<file path="src/rtl/rtc_time_core_if.sv">
// rtl/rtc_time_core_if.sv - control inputs and BCD time outputs of the timekeeping core
interface rtc_time_core_if;
  logic       clk_1kHz;
  logic       set_en;
  logic       inc_min;
  logic       inc_hour;
  logic [3:0] hour_t;
  logic [3:0] hour_u;
  logic [3:0] min_t;
  logic [3:0] min_u;
  logic [3:0] sec_t;
  logic [3:0] sec_u;
  logic       sec_pulse;

  modport master (
    output clk_1kHz, set_en, inc_min, inc_hour,
    input  hour_t, hour_u, min_t, min_u, sec_t, sec_u, sec_pulse
  );

  modport slave (
    input  clk_1kHz, set_en, inc_min, inc_hour,
    output hour_t, hour_u, min_t, min_u, sec_t, sec_u, sec_pulse
  );
endinterface

</file>
<file path="src/rtl/rtc_time_core.sv">
// rtl/rtc_time_core.sv - millisecond tick counter and 24-hour BCD HH:MM:SS with set mode
module rtc_time_core #(
  parameter int TICKS_PER_SEC = 1000,
  parameter int TICK_W        = 10
) (
  input  logic             clk_50MHz,
  input  logic             rst,
  rtc_time_core_if.slave   bus
);

  localparam logic [TICK_W-1:0] TICK_MAX = TICK_W'(TICKS_PER_SEC - 1);

  logic              clk_1k_d;
  logic              tick;
  logic [TICK_W-1:0] tick_cnt;
  logic [3:0]        hour_t, hour_u, min_t, min_u, sec_t, sec_u;
  logic              sec_pulse;

  logic [3:0] sec_u_inc, sec_t_inc, min_u_inc, min_t_inc, hour_u_inc, hour_t_inc;
  logic       sec_carry, min_carry;

  // The divider output is data here: either edge of it is one millisecond tick.
  assign tick = bus.clk_1kHz ^ clk_1k_d;

  // Incremented value of each field; seconds and minutes wrap at 59, hours at 23.
  always_comb begin
    sec_carry  = (sec_t == 4'd5) && (sec_u == 4'd9);
    sec_u_inc  = (sec_u == 4'd9) ? 4'd0 : sec_u + 4'd1;
    sec_t_inc  = (sec_u != 4'd9) ? sec_t : (sec_t == 4'd5) ? 4'd0 : sec_t + 4'd1;
    min_carry  = (min_t == 4'd5) && (min_u == 4'd9);
    min_u_inc  = (min_u == 4'd9) ? 4'd0 : min_u + 4'd1;
    min_t_inc  = (min_u != 4'd9) ? min_t : (min_t == 4'd5) ? 4'd0 : min_t + 4'd1;
    hour_u_inc = hour_u + 4'd1;
    hour_t_inc = hour_t;
    if ((hour_t == 4'd2) && (hour_u == 4'd3)) begin
      hour_u_inc = 4'd0;
      hour_t_inc = 4'd0;
    end else if (hour_u == 4'd9) begin
      hour_u_inc = 4'd0;
      hour_t_inc = hour_t + 4'd1;
    end
  end

  // Tick capture, millisecond count, set-mode adjustment and the full carry chain.
  always_ff @(posedge clk_50MHz or posedge rst) begin
    if (rst) begin
      clk_1k_d  <= 1'b0;
      tick_cnt  <= '0;
      hour_t    <= 4'd0;
      hour_u    <= 4'd0;
      min_t     <= 4'd0;
      min_u     <= 4'd0;
      sec_t     <= 4'd0;
      sec_u     <= 4'd0;
      sec_pulse <= 1'b0;
    end else begin
      clk_1k_d  <= bus.clk_1kHz;
      sec_pulse <= 1'b0;
      if (bus.set_en) begin
        // Set mode owns the time; a coincident tick is dropped on purpose.
        tick_cnt <= '0;
        sec_t    <= 4'd0;
        sec_u    <= 4'd0;
        if (bus.inc_min) begin
          min_u <= min_u_inc;
          min_t <= min_t_inc;
        end
        if (bus.inc_hour) begin
          hour_u <= hour_u_inc;
          hour_t <= hour_t_inc;
        end
      end else if (tick) begin
        if (tick_cnt < TICK_MAX) begin
          tick_cnt <= tick_cnt + TICK_W'(1);
        end else begin
          tick_cnt  <= '0;
          sec_pulse <= 1'b1;
          sec_u     <= sec_u_inc;
          sec_t     <= sec_t_inc;
          if (sec_carry) begin
            min_u <= min_u_inc;
            min_t <= min_t_inc;
            if (min_carry) begin
              hour_u <= hour_u_inc;
              hour_t <= hour_t_inc;
            end
          end
        end
      end
    end
  end

  assign bus.hour_t    = hour_t;
  assign bus.hour_u    = hour_u;
  assign bus.min_t     = min_t;
  assign bus.min_u     = min_u;
  assign bus.sec_t     = sec_t;
  assign bus.sec_u     = sec_u;
  assign bus.sec_pulse = sec_pulse;

endmodule

</file>
<file path="src/flat_wrapper.sv">
// flat-port wrapper written by rule: the top's interface ports become plain ports
module rtc_time_core_flat 
#(
  parameter int TICKS_PER_SEC = 1000,
  parameter int TICK_W        = 10
)
  (clk_50MHz, rst, bus_clk_1kHz, bus_set_en, bus_inc_min, bus_inc_hour, bus_hour_t, bus_hour_u, bus_min_t, bus_min_u, bus_sec_t, bus_sec_u, bus_sec_pulse);
  rtc_time_core_if bus_i ();
  input  logic clk_50MHz;
  input  logic rst;
  input wire logic [$bits(bus_i.clk_1kHz)-1:0] bus_clk_1kHz;
  input wire logic [$bits(bus_i.set_en)-1:0] bus_set_en;
  input wire logic [$bits(bus_i.inc_min)-1:0] bus_inc_min;
  input wire logic [$bits(bus_i.inc_hour)-1:0] bus_inc_hour;
  output wire logic [$bits(bus_i.hour_t)-1:0] bus_hour_t;
  output wire logic [$bits(bus_i.hour_u)-1:0] bus_hour_u;
  output wire logic [$bits(bus_i.min_t)-1:0] bus_min_t;
  output wire logic [$bits(bus_i.min_u)-1:0] bus_min_u;
  output wire logic [$bits(bus_i.sec_t)-1:0] bus_sec_t;
  output wire logic [$bits(bus_i.sec_u)-1:0] bus_sec_u;
  output wire logic [$bits(bus_i.sec_pulse)-1:0] bus_sec_pulse;
  assign bus_i.clk_1kHz = bus_clk_1kHz;
  assign bus_i.set_en = bus_set_en;
  assign bus_i.inc_min = bus_inc_min;
  assign bus_i.inc_hour = bus_inc_hour;
  assign bus_hour_t = bus_i.hour_t;
  assign bus_hour_u = bus_i.hour_u;
  assign bus_min_t = bus_i.min_t;
  assign bus_min_u = bus_i.min_u;
  assign bus_sec_t = bus_i.sec_t;
  assign bus_sec_u = bus_i.sec_u;
  assign bus_sec_pulse = bus_i.sec_pulse;
  rtc_time_core #(.TICKS_PER_SEC(TICKS_PER_SEC), .TICK_W(TICK_W)) u_core (.clk_50MHz(clk_50MHz), .rst(rst), .bus(bus_i));
endmodule
</file>
<file path="config.mk">
export PLATFORM = sky130hd
export DESIGN_NAME = rtc_time_core_flat
export DESIGN_NICKNAME = d
export VERILOG_FILES = /design/src/rtl/rtc_time_core_if.sv /design/src/rtl/rtc_time_core.sv /design/src/flat_wrapper.sv
export SDC_FILE = /design/constraint.sdc
export NUM_CORES = 1
export LEC_CHECK = 0
export ABC_AREA = 1
export BUFFER_PORTS_ARGS = -buffer_cell sky130_fd_sc_hd__buf_2
export CAP_MARGIN = 20
export CORE_MARGIN = 10
export CORE_UTILIZATION = 55
export CTS_BUF_LIST = sky130_fd_sc_hd__clkbuf_2
export DETAILED_ROUTE_END_ITERATION = 10
export HOLD_SLACK_MARGIN = 0.1
export PLACE_DENSITY = 0.77
export SLEW_MARGIN = 30
export SYNTH_ARGS = -nofsm -noshare
export SYNTH_HDL_FRONTEND = slang
export SYNTH_SLANG_ARGS = --single-unit
</file>
<file path="constraint.sdc">
create_clock -name clk_50MHz -period 1.65 [get_ports clk_50MHz]
set_input_delay 0.0825 -clock clk_50MHz [delete_from_list [all_inputs] [get_ports clk_50MHz]]
set_output_delay 0.0825 -clock clk_50MHz [all_outputs]
set_load 0.01 [all_outputs]
</file>
==> results.sh <==
export IMPL_synth_avg_cell_area_um2=8.21
export IMPL_synth_distinct_cells=34
export IMPL_cp_data_arrival_time_ps=1830
export IMPL_post_place_ws_ps=41.8
export IMPL_synthCells=275
export IMPL_synthXorXnorAreaFrac_pct=4.60
export IMPL_cts_sinks=36
export IMPL_ys_ff_latch=36
export IMPL_grt_usage_pct=13.9
export IMPL_numCtsBuffers=5
export IMPL_finalCritPeriodShare_pct=93.3
export IMPL_clk_pin_slew_ps=180
export IMPL_clock_latency_ps=380
export IMPL_grt_pass1_vias=1985
export IMPL_maxCapViolations=0
export IMPL_crit_required_ps=1950
export IMPL_muxShareOfSynthArea_pct=0.443
export IMPL_outcome="complete, no violations"
export IMPL_drtIter0Drc=74
export IMPL_antenna_found_initial=0
export IMPL_rows=23
export IMPL_grt_max_degree=37
export IMPL_initial_utilization_pct=56.5
export IMPL_overflow=0
export IMPL_slowest_stage="dfrtp_1"
export IMPL_wl_met3_um=209
export IMPL_criticalPathCategory="reg2reg"
export IMPL_crit_path_max_incr_delay_ps=440
export IMPL_drcViolationCount=0
export IMPL_die_y_um=84.1
export IMPL_start_kind="flop"
export IMPL_vias=1934
export IMPL_synthAdderAreaFrac_pct=4.99
export IMPL_power_w=0.00227
export IMPL_synth_compound_area_share_pct=5.26
export IMPL_final_max_slew_viol_count=0
export IMPL_final_min_clock_period_ps=1540
export IMPL_grt_pass1_wl_um=8510
export IMPL_fin_area_um2=2710
export IMPL_crit_chain="inv_1 > ha_1 > nand3_1 > nand2_4 > nand3_2 > a21oi_4 > nand2_4 > nand2_1 > nand2_1"
export IMPL_layout_common_cells="nand2_1, dfrtp_1, inv_1"
export IMPL_drt_met1_wl_um=2140
export IMPL_cts_tree="done"
export IMPL_die_x_um=84.1
export IMPL_final_common_cell="nand2_1"
export IMPL_routed_wl_met2_um=2300
export IMPL_routed_wl_um=4700
export IMPL_synth_top_family_by_area="simple AND/OR/NAND/NOR gates"
export IMPL_syn_num_nets=290
export IMPL_power_density_nw_per_um2=838
export IMPL_cp_end_kind="flop"
export IMPL_dieArea_um2=7070
export IMPL_ios=31
export IMPL_htreeDepth=2
export IMPL_antenna_cells=0
export IMPL_layout_drive_gt1_share_pct=29.8
export IMPL_via_per_inst=5.01
export IMPL_hp_class="in2reg"
export IMPL_top_layer="met4"
export IMPL_cts_buffer_depth=2
export IMPL_critPathMaxFanout=5
export IMPL_place_area_um2=2470
export IMPL_finalClockSkew_ps=10.0
export IMPL_nNetsFinal=350
export IMPL_slew_headroom_pct=69.4
export IMPL_setup_ws_ps=111
export IMPL_place_hpwl_um=3440
export IMPL_fmax_ghz=0.650
export IMPL_core_area_um2=4000
export IMPL_firstDrtPassIters=4
export IMPL_ir_worst_vdd_v=0.000524
export IMPL_place_gp_congestion=0.876
export IMPL_syn_to_final_growth_pct=19.9
export IMPL_yosys_warnings=0
export IMPL_setup_violations=0
export IMPL_final_antenna_net_count=0
export IMPL_synth_simple_gate_area_share_pct=36.5
export IMPL_cellLeakagePower_nw=1.46
export IMPL_syn_area_um2=2260
export IMPL_finalHoldViolCount=0
export IMPL_tightest_slew_ps=459
export IMPL_wl_per_cell_um=12.2
export IMPL_clockRootBuffer="clkbuf_2"
export IMPL_portBuffers=30
export IMPL_synth_seq_area_share_pct=39.9
-- power by group --
| part | switching, W | total, W | internal (W) | leakage (nW) |
|---|---|---|---|---|
| Clock | 0.000292 | 0.000406 | 0.000114 | 0.0306 |
| Combinational | 0.000430 | 0.000774 | 0.000344 | 0.942 |
| Sequential | 0.0000985 | 0.00109 | 0.000991 | 0.486 |
-- through the flow --
step	cells	hold slack [ps]	utilization (%)	setup TNS [ps]
after floorplan	275	114	-	0
after global placement	359	211	61.9	0
after detailed placement	359	210	61.9	0
after CTS	370	226	63.6	0
after global routing	386	222	67.7	-39.2
final	386	182	67.7	0
-- layer usage --
layer / vias to the layer above / GRT usage [%]
li1: 994 / -
met1: 893 / 16.8
met2: 41 / 23.2
met3: 6 / 3.52
met4: 0 / 5.02
met5: - / 0
-- logic make-up after synthesis --
logic type,Yosys count
buf+inv,38
simple gates,159
mux,1
flops,36
compound gates,21
fa+ha+maj,9
xor+xnor,11
-- critical path: cells and delay by family, from the launching register on --
kind / cells / cell delay (ps)
fa+ha+maj: 1 / 140
flops: 1 / 440
compound gates: 1 / 220
simple gates: 6 / 560
buf+inv: 1 / 80
-- flip-flops by register name, indices dropped and copies added, names as in the netlist --
register	count
u_core.tick_cnt	10
u_core.bus.sec_t	4
u_core.bus.min_u	4
u_core.bus.hour_t	4
u_core.bus.min_t	4
u_core.bus.sec_u	4
u_core.bus.hour_u	4
u_core.bus.sec_pulse	1
u_core.clk_1k_d	1
-- synth_stat cells --
library cell	number	area, um2
a21oi_1	5	25.0
a21oi_4	1	16.3
buf_12	1	20.0
buf_6	2	22.5
clkbuf_8	1	13.8
clkinv_4	1	8.76
dfrtp_1	36	901
ha_1	9	113
inv_1	32	120
inv_2	1	3.75
mux2i_1	1	10.0
nand2_1	68	255
nand2_2	6	37.5
nand2_4	6	67.6
nand2_8	1	20.0
nand3_1	28	140
nand3_2	2	20.0
nand3b_1	4	30.0
nand4_1	4	25.0
nand4_2	1	12.5
nor2_1	22	82.6
nor2_2	2	12.5
nor2_4	4	45.0
nor3_1	3	15.0
nor3_2	1	10.0
nor3b_2	1	12.5
o21ai_0	12	60.1
o21ai_1	2	10.0
o21bai_1	1	7.51
or2_1	2	12.5
or2_2	4	25.0
xnor2_1	1	8.76
xnor2_2	1	16.3
xor2_1	9	78.8
-- final timing paths --
path / slack, ps / start / end / cells past startpoint
hold reg to reg: 520 / u_core.tick_cnt[0] / u_core.tick_cnt[0] / 1
setup reg to reg: 110 / u_core.bus.sec_t[1] / u_core.bus.hour_u[0] / 9
hold / removal: 180 / bus_inc_min / u_core.bus.min_u[0] / 5
max in group asynchronous: 1000 / rst / u_core.tick_cnt[6] / 4
setup / recovery: 110 / u_core.bus.sec_t[1] / u_core.bus.hour_u[0] / 9
min in group asynchronous: 320 / rst / u_core.bus.min_t[1] / 4
-- cell type report --
cell class / count / area [um2]
inverters: 34 / 140
clock inverters: 1 / 3.75
clock buffers: 7 / 35.0
repair buffers: 57 / 360
flip-flops and latches: 36 / 901
fillers: 336 / 1290
multi-input cells: 201 / 1200
well taps: 50 / 62.6
-- timing repair --
item	CTS	global route
hold buffers	3	0
gates resized for setup	0	11
endpoints found under the hold margin	39	0
setup endpoints to repair	0	22
setup buffers	0	16
Power figures use the tool's default switching activity.
